`src/rtl/key_event_pkg.sv`:
```
// Shared types and default sizing for the key event block.
// Imported by the FSM top and its hold timer.
package key_event_pkg;

  typedef enum logic [1:0] {
    IDLE,
    PRESSED,
    LONG
  } state_t;

  localparam int LONG_CYCLES_DEF   = 8;
  localparam int REPEAT_CYCLES_DEF = 4;
  localparam int CNT_W_DEF         = 8;

endpackage

```
`src/rtl/key_hold_timer.sv`:
```
// Loadable, clearable up-counter with a terminal-count flag.
// Clear wins over load, load wins over increment.
module key_hold_timer
  import key_event_pkg::*;
#(
  parameter int W     = 3,
  parameter int LIMIT = 7
) (
  input  logic         clk,
  input  logic         rst,
  input  logic         clr,
  input  logic         load,
  input  logic [W-1:0] load_val,
  input  logic         inc,
  output logic [W-1:0] count,
  output logic         tc
);

  always_ff @(posedge clk or posedge rst) begin
    if (rst) begin
      count <= '0;
    end else if (clr) begin
      count <= '0;
    end else if (load) begin
      count <= load_val;
    end else if (inc) begin
      count <= count + W'(1);
    end
  end

  assign tc = (count == W'(LIMIT));

endmodule

```
`src/rtl/key_event.sv`:
```
// Turns a debounced key level into press, release, long-press
// and auto-repeat pulses, plus a held flag and press counter.
module key_event
  import key_event_pkg::*;
#(
  parameter int LONG_CYCLES   = LONG_CYCLES_DEF,
  parameter int REPEAT_CYCLES = REPEAT_CYCLES_DEF,
  parameter int CNT_W         = CNT_W_DEF
) (
  input  logic             clk,
  input  logic             rst,
  input  logic             key_in,
  output logic             press,
  // release/repeat are SV keywords, hence the suffix
  output logic             release_pulse,
  output logic             long_press,
  output logic             repeat_pulse,
  output logic             held,
  output logic [CNT_W-1:0] press_count
);

  localparam int HW = $clog2(LONG_CYCLES);
  localparam int RW =
    (REPEAT_CYCLES < 2) ? 1 : $clog2(REPEAT_CYCLES);

  state_t state, state_nx;

  logic press_nx, rel_nx, long_nx, rep_nx;
  logic [CNT_W-1:0] cnt_nx;

  logic h_clr, h_load, h_inc, h_tc;
  logic r_clr, r_inc, r_tc;
  logic [HW-1:0] hold_cnt;
  logic [RW-1:0] rep_cnt;

  key_hold_timer #(
    .W     (HW),
    .LIMIT (LONG_CYCLES - 1)
  ) u_hold (
    .clk      (clk),
    .rst      (rst),
    .clr      (h_clr),
    .load     (h_load),
    .load_val (HW'(1)),
    .inc      (h_inc),
    .count    (hold_cnt),
    .tc       (h_tc)
  );

  key_hold_timer #(
    .W     (RW),
    .LIMIT (REPEAT_CYCLES - 1)
  ) u_rep (
    .clk      (clk),
    .rst      (rst),
    .clr      (r_clr),
    .load     (1'b0),
    .load_val ('0),
    .inc      (r_inc),
    .count    (rep_cnt),
    .tc       (r_tc)
  );

  always_comb begin
    state_nx = state;
    press_nx = 1'b0;
    rel_nx   = 1'b0;
    long_nx  = 1'b0;
    rep_nx   = 1'b0;
    cnt_nx   = press_count;
    h_clr    = 1'b0;
    h_load   = 1'b0;
    h_inc    = 1'b0;
    r_clr    = 1'b0;
    r_inc    = 1'b0;
    unique case (state)
      IDLE: begin
        if (key_in) begin
          state_nx = PRESSED;
          press_nx = 1'b1;
          h_load   = 1'b1;
          cnt_nx   = press_count + CNT_W'(1);
        end
      end
      PRESSED: begin
        if (key_in) begin
          if (h_tc) begin
            state_nx = LONG;
            long_nx  = 1'b1;
            r_clr    = 1'b1;
          end else begin
            h_inc = 1'b1;
          end
        end else begin
          state_nx = IDLE;
          rel_nx   = 1'b1;
          h_clr    = 1'b1;
          r_clr    = 1'b1;
        end
      end
      LONG: begin
        if (key_in) begin
          if (r_tc) begin
            rep_nx = 1'b1;
            r_clr  = 1'b1;
          end else begin
            r_inc = 1'b1;
          end
        end else begin
          state_nx = IDLE;
          rel_nx   = 1'b1;
          h_clr    = 1'b1;
          r_clr    = 1'b1;
        end
      end
      default: begin
        state_nx = IDLE;
        h_clr    = 1'b1;
        r_clr    = 1'b1;
      end
    endcase
  end

  always_ff @(posedge clk or posedge rst) begin
    if (rst) begin
      state         <= IDLE;
      press         <= 1'b0;
      release_pulse <= 1'b0;
      long_press    <= 1'b0;
      repeat_pulse  <= 1'b0;
      press_count   <= '0;
    end else begin
      state         <= state_nx;
      press         <= press_nx;
      release_pulse <= rel_nx;
      long_press    <= long_nx;
      repeat_pulse  <= rep_nx;
      press_count   <= cnt_nx;
    end
  end

  assign held = (state != IDLE);

endmodule

```
`config.mk`:
```
export PLATFORM = sky130hd
export DESIGN_NAME = key_event
export DESIGN_NICKNAME = d
export VERILOG_FILES = /design/src/rtl/key_event_pkg.sv /design/src/rtl/key_hold_timer.sv /design/src/rtl/key_event.sv
export SDC_FILE = /design/constraint.sdc
export NUM_CORES = 1
export LEC_CHECK = 0
export ABC_AREA = 1
export CAP_MARGIN = 0
export CELL_PAD_IN_SITES_DETAIL_PLACEMENT = 1
export CELL_PAD_IN_SITES_GLOBAL_PLACEMENT = 1
export CORE_MARGIN = 10
export CORE_UTILIZATION = 38
export DETAILED_ROUTE_END_ITERATION = 10
export GPL_ROUTABILITY_DRIVEN = 0
export PLACE_DENSITY_LB_ADDON = 0.1
export RECOVER_POWER = 100
export SYNTH_ARGS = -nofsm -noshare
export SYNTH_HDL_FRONTEND = slang
export SYNTH_SLANG_ARGS = --single-unit
```
`constraint.sdc`:
```
create_clock -name clk -period 1.91 [get_ports clk]
set_clock_uncertainty 0.2 [all_clocks]
set_input_delay 0.4775 -clock clk [delete_from_list [all_inputs] [get_ports clk]]
set_output_delay 0.4775 -clock clk [all_outputs]
set_load 0.1 [all_outputs]
```
Yosys cells after proc, flatten, opt, wreduce, memory -nomap -nowiden
Index checks and enable logic that the tools add are counted.
Widths: inputs -> output; s select.
{"block": "classes", "n_addsub": 3, "n_mul": 0, "div_mod_pow": 0, "order_cmp": 0, "n_eq_ne": 7, "shift": 0, "mux": 30, "bitwise": 0, "reduce_logical": 7}
{"operator": "$mux 1", "n": 18}
{"operator": "$mux 2", "n": 6}
{"operator": "$mux 3", "n": 3}
{"operator": "$add 8x1->8 const B", "n": 1}
{"operator": "$pmux 2 s3", "n": 1}
{"operator": "$eq 2x2->1 const B", "n": 2}
{"operator": "$ne 2x2->1 const B", "n": 2}
{"operator": "$reduce_bool 2->1", "n": 2}
{"operator": "$add 3x1->3 const B", "n": 1}
{"operator": "$eq 3x3->1 const B", "n": 1}
{"operator": "$ne 3x3->1 const B", "n": 1}
{"operator": "$pmux 1 s3", "n": 1}
{"operator": "$reduce_and 3->1", "n": 1}
{"operator": "$reduce_bool 3->1", "n": 1}
{"operator": "$add 2x1->2 const B", "n": 1}
{"operator": "$eq 2x1->1 const B", "n": 1}
{"operator": "$logic_not 2->1", "n": 1}
{"operator": "$pmux 1 s2", "n": 1}
{"operator": "$reduce_and 2->1", "n": 1}
{"operator": "$reduce_or 2->1", "n": 1}
{"block": "word_totals", "register_bits": 19, "latch_bits": 0, "ramBits": 0, "mem_bits_ro": 0, "in_bits": 3, "out_inout_bits": 13, "elab_cells": 55, "n_memories": 0}

Logic depth before layout (Yosys ltp)
{"block": "logic_depth", "ltp_word": 7, "ltp_mapped": 8, "depth_no_buf": 8}

Modules after synthesis
Synthesis repeated with hierarchy kept, for this count alone.
{"block": "hier_totals", "hier_cells": 139, "hier_area_um2": 1073.5}
{"mod": "key_event", "n_inst": 1, "cells_per_inst": 93, "area_each_um2": 748.2, "seq_area_each_um2": 350.3}
{"mod": "key_hold_timer at u_hold", "n_inst": 1, "cells_per_inst": 27, "area_each_um2": 192.7, "seq_area_each_um2": 75.1}
{"mod": "key_hold_timer at u_rep", "n_inst": 1, "cells_per_inst": 19, "area_each_um2": 132.6, "seq_area_each_um2": 50.0}

Worst setup path before layout
Ideal clock, no wire load.
{"block": "synth_timing", "path_type": "register -> register", "from": "register press_count[0]", "to": "register press_count[6]", "setup_time_ns": 0.114, "t_arrival_ns": 1.696, "required_ns": 1.596, "slack_ns": -0.100, "path_stages_with_launch": 7, "n_path_buf": 0, "synth_period_minus_slack_ns": 2.010, "path_cell_list": "dfrtp_1 -> ha_1 -> nand3_1 -> nor2_1 -> nand3_1 -> nand2_1 -> inv_1"}
{"block": "synth_between", "elab_chain_len": 1}
{"item": "from (decl)", "line_no": "key_event.sv:19", "rtl": "output logic [CNT_W-1:0] press_count"}
{"item": "from (signal assigned)", "line_no": "key_event.sv:138", "rtl": "press_count <= cnt_nx;"}
{"item": "$add 8x1->8", "line_no": "key_event.sv:82", "rtl": "cnt_nx = press_count + CNT_W'(1);"}
No other way between the ends.
A chain may end at the register's enable or synchronous reset.

Final worst setup path
{"block": "layout_timing", "from": "register state[1]", "to": "output port held"}
{"block": "layout_between", "elab_chain_len": 1}
{"item": "from (decl)", "line_no": "key_event.sv:26", "rtl": "state_t state, state_nx;"}
{"item": "from (signal assigned)", "line_no": "key_event.sv:133", "rtl": "state <= state_nx;"}
{"item": "$reduce_bool 2->1", "line_no": "key_event.sv:142", "rtl": "assign held = (state != IDLE);"}
{"item": "to (decl)", "line_no": "key_event.sv:18", "rtl": "output logic held,"}
No other way between the ends.

==> impl_metrics.sql <==
INSERT INTO impl_metrics (metric_group, metric, value, unit) VALUES
('critical_path', 'worst_path_largest_cell_delay', '0.41', 'ns'),
('run', 'maxCapViolations', '0', ''),
('global_route', 'grt_util_all_layers', '10.5', '%'),
('routing', 'routed-via-count', '863', ''),
('hold_path', 'hold_path.startpoint', 'press_count[7]$_DFFE_PP0P_', ''),
('critical_path', 'timing.critical_path.max_delay_family', 'flip-flops', ''),
('global_route', 'grt_antenna_before_repair', '0', ''),
('routing', 'detail_route.wl_per_cell', '14.3', 'um'),
('timing', 'layout_min_cycle_time', '1.92', 'ns'),
('routing', 'viasPerCell', '4.85', ''),
('finish', 'fin_nets', '161', ''),
('global_route', 'globalRoute.totalOverflow', '0', ''),
('hold_path', 'holdCritPathClass', 'register to register', ''),
('run_status', 'violations', 'setup timing', ''),
('timing', 'timing.final.ws_setup', '-0.0132', 'ns'),
('finish', 'layout.filler_cells', '308', ''),
('yosys', 'synth.avg_cell_area', '8.37', 'um^2'),
('finish', 'drive_above_1_share', '20.9', '%'),
('critical_path', 'r2r-start', 'state[1]$_DFFE_PP0P_', ''),
('critical_path', 'cp_cell_sequence', 'inv_2, ha_4, clkinvlp_4, buf_12', ''),
('clocking', 'worst_skew_late_latency', '0.30', 'ns'),
('timing', 'final_cycle_share', '101', '%'),
('finish', 'seq_area', '475', 'um^2'),
('yosys', 'synthesis.area', '1010', 'um^2'),
('yosys', 'synth-seq-area-share', '47.0', '%'),
('clocking', 'clkSlewWorstSetupHoldPaths', '0.11', 'ns'),
('critical_path', 'timing.critical_path.slowest_stage_cell', 'dfrtp_1', ''),
('critical_path', 'critPathArrivalTime', '1.25', 'ns'),
('routing', 'finalWirelength', '2550', 'um'),
('global_route', 'grt_first_pass_wirelength', '4400', 'um'),
('timing', 'rsz_0062_raised_after_global_routing', 'yes', ''),
('clocking', 'htree_levels', '1', ''),
('die', 'die_area', '5130', 'um^2'),
('die', 'core_area', '2500', 'um^2'),
('place', 'dp_worst_setup_slack', '-0.0500', 'ns'),
('yosys', 'synth.distinct_cells', '17', ''),
('place', 'place.detailed.hpwl', '1980', 'um'),
('routing', 'postRouteAntennaNets', '0', ''),
('yosys', 'number_of_warnings_reported_in_the_yosys_synthesis_log', '0', ''),
('yosys', 'postSynthCellCount', '121', ''),
('yosys', 'yosys-top-cells-area', 'dfrtp_1 47%, nand2_1 12%, ha_1 11%', ''),
('critical_path', 'worst_setup_end_kind', 'output port', ''),
('timing', 'timing.fmax', '520', 'MHz'),
('yosys', 'synth_nets', '133', ''),
('critical_path', 'path_max_fanout', '2', ''),
('place', 'port-buffer-count', '15', ''),
('timing', 'totalNegativeSetupSlack', '-0.0132', 'ns'),
('die', 'io-pin-count', '16', ''),
('finish', 'final_common_cell', 'nand2_1', ''),
('finish', 'synthToLayoutAreaGrowth', '27.1', '%'),
('finish', 'highest_count_cells_in_the_layout_ignoring_fill_and_taps', '34 x nand2_1, 19 x dfrtp_1, 16 x inv_1', ''),
('run_status', 'outcome', 'finished with violations', ''),
('timing', 'report.final.setup_viol', '1', ''),
('global_route', 'grt_pass1_vias', '959', ''),
('critical_path', 'timing.critical_path.from_type', 'register', ''),
('routing', 'drc_errors', '0', ''),
('yosys', 'synthAdderAreaFrac', '11.1', '%'),
('clocking', 'cts_max_path_buffers', '2', ''),
('timing', 'timing.final.hold_violations', '0', ''),
('routing', 'drtIter0Drc', '47', ''),
('yosys', 'synth-seq-cells', '19', ''),
('global_route', 'grt_max_degree', '20', ''),
('clocking', 'cts_root_buf', 'clkbuf_4', ''),
('finish', 'multi_input_area', '459', 'um^2'),
('yosys', 'synth_compound_gate_area_share', '4.45', '%'),
('critical_path', 'required_time_worst_endpoint', '1.23', 'ns'),
('critical_path', 'criticalPathCategory', 'register to output port', ''),
('die', 'dieHeight', '71.6', 'um'),
('clocking', 'clkSinkCount', '19', ''),
('finish', 'antenna_cells_inserted', '0', ''),
('yosys', 'synth-xor-area-share', '3.46', '%');
-- cells in the mapped netlist --
| cell type | count |
|---|---|
| nor2_4 | 1 |
| a21oi_1 | 3 |
| buf_4 | 1 |
| xor2_1 | 3 |
| xnor2_1 | 1 |
| inv_1 | 19 |
| nor2_1 | 12 |
| dfrtp_1 | 19 |
| nand2_4 | 1 |
| nand2_1 | 33 |
| nand3b_1 | 1 |
| nand4_1 | 2 |
| inv_2 | 1 |
| o21ai_0 | 6 |
| nand3_2 | 1 |
| nand3_1 | 8 |
| ha_1 | 9 |
-- through the flow --
stage               cell area [um^2]  std cells  hold WS (ns)
detailed placement              1360        169         0.326
global route                    1290        178         0.373
global placement                1360        169         0.324
finish                          1290        178         0.322
CTS                             1440        178         0.329
floorplan                       1020        121         0.228
-- area by class of cell --
cell class                 count  share of cell area, %
sequential                    19                   37.0
timing repair buffer          24                   16.2
multi-input combinational     81                   35.7
tap                           30                   2.92
clock buffer                   4                   2.04
inverter                      20                   6.13
-- path summary, 6_finish.rpt --
kind	cells after the start	to	slack, ns
max in group asynchronous	3	u_rep.count[0]$_DFFE_PP0P_	0.30
setup / recovery	4	held	-0.01
hold / removal	2	press_count[7]$_DFFE_PP0P_	0.32
min in group asynchronous	3	state[1]$_DFFE_PP0P_	0.59
hold reg to reg	2	press_count[7]$_DFFE_PP0P_	0.32
setup reg to reg	9	press_count[7]$_DFFE_PP0P_	0.08
-- layer usage --
layer / share of wire (%) / track usage [%] / routed length [um] / up-vias
met2: 52 / 18.2 / 1330 / 13
met5: 0 / 0 / 0 / -
met1: 44 / 11.4 / 1110 / 421
met4: 0.51 / 2.58 / 13 / 0
li1: - / - / - / 427
met3: 3.5 / 4.41 / 90 / 2
-- timing repair --
item	4_1_cts	5_1_grt
endpoints found under the setup margin	1	1
hold endpoints to repair	0	0
pin swaps	1	0
gates resized for setup	3	0
buffers inserted	5	0
-- sequential cells by signal, indices dropped and copies added (netlist names) --
register	flops
press	1
repeat_pulse	1
press_count	8
u_rep.count	2
u_hold.count	3
release_pulse	1
state	2
long_press	1
-- kinds of logic (layout without fill, tap and decap cells) --
kind of cell | Yosys count | in the layout
fa+ha+maj | 9 | 9
simple gates | 59 | 59
buf+inv | 21 | 48
flops | 19 | 19
compound gates | 9 | 9
xor+xnor | 4 | 4
-- tightest hold or removal path: stages, from the launching register on --
cell and delay (ns):
dfrtp_1 0.38, nand2_1 0.06, nand2_1 0.05
Power is not shown: default switching activity piles up to over one toggle a cycle in this logic, so the estimate is an artifact.
